### src/rtl/chan_sel_pkg.sv
// Shared types and sizing helper for the channel-select mux.
// Optional parity output is enabled by defining CHAN_SEL_MUX_PARITY_EN.
package chan_sel_pkg;

    typedef enum logic {
        MODE_FIXED = 1'b0,
        MODE_RR    = 1'b1
    } mode_e;

    // Select width never collapses below one bit, even for two channels.
    function automatic int sel_w(input int n);
        return (n > 2) ? $clog2(n) : 1;
    endfunction

endpackage

### src/rtl/rr_arbiter.sv
// Rotating-priority arbiter: first requester at or after ptr, wrapping modulo N_CH.
module rr_arbiter
    import chan_sel_pkg::*;
#(
    parameter int N_CH  = 8,
    parameter int SEL_W = sel_w(N_CH)
) (
    input  logic [N_CH-1:0]  req,
    input  logic [SEL_W-1:0] ptr,
    output logic [SEL_W-1:0] gnt_idx,
    output logic             gnt_any
);

    logic [N_CH-1:0]  rot;
    logic [SEL_W-1:0] off;
    logic [SEL_W:0]   sum;

    always_comb begin
        // Rotate so bit 0 is the channel at ptr; lowest set bit wins.
        rot     = N_CH'({req, req} >> ptr);
        off     = '0;
        gnt_any = 1'b0;
        for (int j = N_CH - 1; j >= 0; j--) begin
            if (rot[j]) begin
                gnt_any = 1'b1;
                off     = SEL_W'(j);
            end
        end
        sum = {1'b0, ptr} + {1'b0, off};
        if (sum >= (SEL_W + 1)'(N_CH))
            sum = sum - (SEL_W + 1)'(N_CH);
        gnt_idx = sum[SEL_W-1:0];
    end

endmodule

### src/rtl/chan_sel_mux.sv
// N-channel select mux into a single-entry output register, fixed or round-robin grant.
// Define CHAN_SEL_MUX_PARITY_EN to add the registered even-parity output out_par.
module chan_sel_mux
    import chan_sel_pkg::*;
#(
    parameter int  N_CH   = 8,
    parameter int  DATA_W = 8,
    localparam int SEL_W  = sel_w(N_CH)
) (
    input  logic                   clk,
    input  logic                   rst_n,
    input  logic [N_CH*DATA_W-1:0] in_data,
    input  logic [N_CH-1:0]        in_valid,
    output logic [N_CH-1:0]        in_ready,
    input  logic                   mode,
    input  logic [SEL_W-1:0]       sel,
    output logic [DATA_W-1:0]      out_data,
    output logic [SEL_W-1:0]       out_ch,
    output logic                   out_valid,
`ifdef CHAN_SEL_MUX_PARITY_EN
    output logic                   out_par,
`endif
    input  logic                   out_ready
);

    logic [DATA_W-1:0] data_q, data_d, gnt_data;
    logic [SEL_W-1:0]  ch_q, ch_d, ptr_q, ptr_d, gnt_idx, rr_idx;
    logic              valid_q, valid_d;
    logic              rr_any, fix_any, gnt_any, load_ok, xfer, rr_mode;

    rr_arbiter #(.N_CH(N_CH), .SEL_W(SEL_W)) u_rr (
        .req     (in_valid),
        .ptr     (ptr_q),
        .gnt_idx (rr_idx),
        .gnt_any (rr_any)
    );

    always_comb begin
        rr_mode = (mode_e'(mode) == MODE_RR);
        // An out-of-range sel matches no channel, so it can never grant.
        fix_any = 1'b0;
        for (int i = 0; i < N_CH; i++)
            if (sel == SEL_W'(i)) fix_any = in_valid[i];

        gnt_any = rr_mode ? rr_any : fix_any;
        gnt_idx = rr_mode ? rr_idx : sel;
        load_ok = !valid_q || out_ready;
        xfer    = rst_n && gnt_any && load_ok;

        in_ready = '0;
        gnt_data = '0;
        for (int i = 0; i < N_CH; i++) begin
            if (gnt_idx == SEL_W'(i)) begin
                in_ready[i] = xfer;
                gnt_data    = in_data[i*DATA_W +: DATA_W];
            end
        end

        data_d  = data_q;
        ch_d    = ch_q;
        valid_d = valid_q;
        ptr_d   = ptr_q;
        if (xfer) begin
            data_d  = gnt_data;
            ch_d    = gnt_idx;
            valid_d = 1'b1;
            if (rr_mode)
                ptr_d = (gnt_idx == SEL_W'(N_CH - 1)) ? '0 : gnt_idx + SEL_W'(1);
        end else if (out_ready) begin
            valid_d = 1'b0;
        end
    end

    always_ff @(posedge clk or negedge rst_n) begin
        if (!rst_n) begin
            data_q  <= '0;
            ch_q    <= '0;
            valid_q <= 1'b0;
            ptr_q   <= '0;
        end else begin
            data_q  <= data_d;
            ch_q    <= ch_d;
            valid_q <= valid_d;
            ptr_q   <= ptr_d;
        end
    end

    assign out_data  = data_q;
    assign out_ch    = ch_q;
    assign out_valid = valid_q;

`ifdef CHAN_SEL_MUX_PARITY_EN
    logic par_q, par_d;

    always_comb begin
        par_d = par_q;
        if (xfer) par_d = ^gnt_data;
    end

    always_ff @(posedge clk or negedge rst_n) begin
        if (!rst_n) par_q <= 1'b0;
        else        par_q <= par_d;
    end

    assign out_par = par_q;
`endif

endmodule

### config.mk
export PLATFORM = sky130hd
export DESIGN_NAME = chan_sel_mux
export DESIGN_NICKNAME = d
export VERILOG_FILES = /design/src/rtl/chan_sel_pkg.sv /design/src/rtl/rr_arbiter.sv /design/src/rtl/chan_sel_mux.sv
export SDC_FILE = /design/constraint.sdc
export NUM_CORES = 1
export LEC_CHECK = 0
export CORE_UTILIZATION = 28
export CTS_CLUSTER_DIAMETER = 100
export DETAILED_ROUTE_END_ITERATION = 8
export MAX_ROUTING_LAYER = met4
export PLACE_DENSITY = 0.6
export SLEW_MARGIN = 20
export SYNTH_ARGS = -nofsm -noshare
export SYNTH_HDL_FRONTEND = slang
export SYNTH_SLANG_ARGS = --single-unit
### constraint.sdc
create_clock -name clk -period 13 [get_ports clk]
set_input_delay 2.6 -clock clk [delete_from_list [all_inputs] [get_ports clk]]
set_output_delay 2.6 -clock clk [all_outputs]
set_load 0.05 [all_outputs]
==> metrics.cfg <==
[run_status]
status=complete, no violations

[place]
post-place-ws_ns=2.39
globalplace.congestion=0.905
dp_hpwl_um=5730
io_buffer_count=98
place_inst=471

[worst_setup_path]
worstPathArrival_ns=8.01
cp-start-kind=input port
worstPathRequired_ns=10.40
path_class=in -> out
end_kind=primary output
cp_max_fo=17

[logic_synthesis]
avgSynthCellArea_um2=7.47
synth_top_area_share_pct=16.8
syn_nets=385
yosys_warnings=0
ys_async_sr_fraction_pct=100
synth_edf_count=0
synth_area_mm2=0.00223
synth_seq_cells=15
synth_top_area_cell=dfrtp_1
synth.area.top_cells=dfrtp_1, nor3_1, nand2_1
syn-instance-count=299
ys_types=50
ys_seq_area_share_pct=16.8
synthFlopType=dfrtp_1

[cts]
cts_buffer_depth=2
tritoncts=built
clk_pin_slew_ns=0.07
cts_sinks=15
cts_root_buffer=clkbuf_8
h-tree-depth=1
cts_resized=0
clock_latency_ns=0.25
cts_buffers=3
hold_buffers=0
cts_setup_buffers=0

[sta]
setup_violations=0
rsz0062_at_grt=false
drv_slew=0
hold_slack_ns=0.485
period_share_pct=81.6
period_needed_ns=10.61
worst_slew_pin_slew_ns=1.02
finalHoldViolCount=0
layout_setup_ws_ns=2.39
fin_tns_setup_ns=0
max_freq_ghz=0.0942
clock_skew_ns=0.00351
maxSlewHeadroom_pct=32.3

[die]
core_area_mm2=0.00773
die-area_mm2=0.00834
num_rows=32
ios=99
die_w_um=91.3
start_util_pct=28.9
die_h_um=91.3

[final_layout]
antenna_cells_inserted=0
drive_gt1_share_pct=7.24
finalNetCount=460
fin_cells=475
layout_common_cells=clkdlybuf4s50_1, nand2_1, nor3_1
layout_commonest_cell=clkdlybuf4s50_1
n_fill_cell=787
area_growth_pct=45.3

[run]
maxCapViolCount=0

[power]
vdd_drop_max_uv=107
leakagePower_nw=1.28
power_density_mw_per_mm2=246

[drt]
drtIter0Drc=139
drt-vias-per-instance=5.40
antenna_left=0
wl_per_cell_um=15.4
drt_wl_total_um=7320
first_pass_iters=4
vias=2563
drc_errors=0

[grt]
antenna_found_initial=0
grt_pass1_vias=2411
grt_pass1_wl_um=12000
gr-total-overflow=0
track_usage_pct=18.0
grt_max_degree=34

[min_path]
hold_class=reg -> reg

## power by group
part	switching (mW)	leakage [nW]	internal, mW
combinational	0.390	1.07	0.266
clock	0.0173	0.0255	0.0212
sequential	0.0360	0.186	0.0672
total	0.443	1.28	0.354
## final cells by class
class	count	area [um^2]	share of cell area, %
multi-input cells	246	1670	51.5
clock buffers	3	41.3	1.27
well taps	102	128	3.93
repair buffers	98	981	30.2
inverters	10	45.0	1.39
flip-flops and latches	15	375	11.6
clock inverters	1	5.00	0.154
## cell usage after synthesis (4+ instances only)
cell and count:
dfrtp_1 15, nand2_1 32, mux2i_1 7, inv_1 9, ha_1 6, and2_1 4
a211o_1 7, buf_6 4, a32oi_1 5, nor3b_1 4, nor3b_2 4, a22oi_1 11
nor3_1 29, nor2_1 27, nand2b_1 4, mux2_2 7, a21oi_1 13, a221oi_1 8
nor2b_1 14, clkbuf_1 19, o21ai_0 16, nor4_1 6, a32o_1 5
## sequential cells by signal (all words and copies together), names as in the netlist
register,cells
out_data,8
out_ch,3
ptr_q,3
out_valid,1
## kinds of logic after synthesis
family                   after synthesis  share of synthesized area, %
AO/OA/AOI/OAI                         83                          27.3
XOR/XNOR                               1                         0.392
adder cells (fa/ha/maj)                7                          4.26
buffers and inverters                 38                          8.40
flip-flops                            15                          16.8
multiplexers                          17                          9.69
AND/OR/NAND/NOR                      138                          33.1
## worst max-delay path: stages
cell	delay, ns
clkdlybuf4s50_1	0.60
mux2_2	0.37
nor2_1	0.14
o21a_1	0.14
mux4_2	0.28
nor2_1	0.05
o211a_1	0.20
a211oi_1	0.20
a21oi_1	0.06
ha_1	0.19
fa_1	0.37
xnor2_1	0.27
nand2_1	0.08
a2111oi_0	0.40
a211o_1	0.58
inv_8	0.13
ha_1	0.41
and2_1	0.22
clkdlybuf4s50_1	0.69
## metal layers
layer | share of wire, % | GRT usage [%] | wire length, um | up-vias
li1 | - | - | - | 1270
met2 | 49 | 29.1 | 3590 | 76
met3 | 4.0 | 1.17 | 294 | 10
met1 | 45 | 24.8 | 3330 | 1207
met4 | 1.5 | 3.84 | 108 | 0
met5 | 0 | - | 0 | -
## worst paths after layout
path                       depth (start not counted)           to        start  slack, ns
hold reg to reg                                    2    out_ch[1]    out_ch[1]       0.48
min in group asynchronous                          1  out_data[0]        rst_n       2.79
setup reg to reg                                  20  out_data[0]     ptr_q[1]       6.83
setup / recovery                                  19  in_ready[3]  in_valid[4]       2.39
max in group asynchronous                          1  out_data[4]        rst_n       9.75
hold / removal                                     2    out_ch[1]    out_ch[1]       0.48
## metrics by stage
| step | power (mW) | area [um^2] | utilization (%) |
|---|---|---|---|
| after floorplan | 0.610 | 2230 | - |
| after global placement | 0.755 | 3200 | 41.4 |
| after detailed placement | 0.755 | 3200 | 41.4 |
| after CTS | 0.796 | 3250 | 42.0 |
| after global routing | 0.873 | 3250 | 42.0 |
| final | 0.798 | 3250 | 42.0 |
Power figures use the tool's default switching activity.
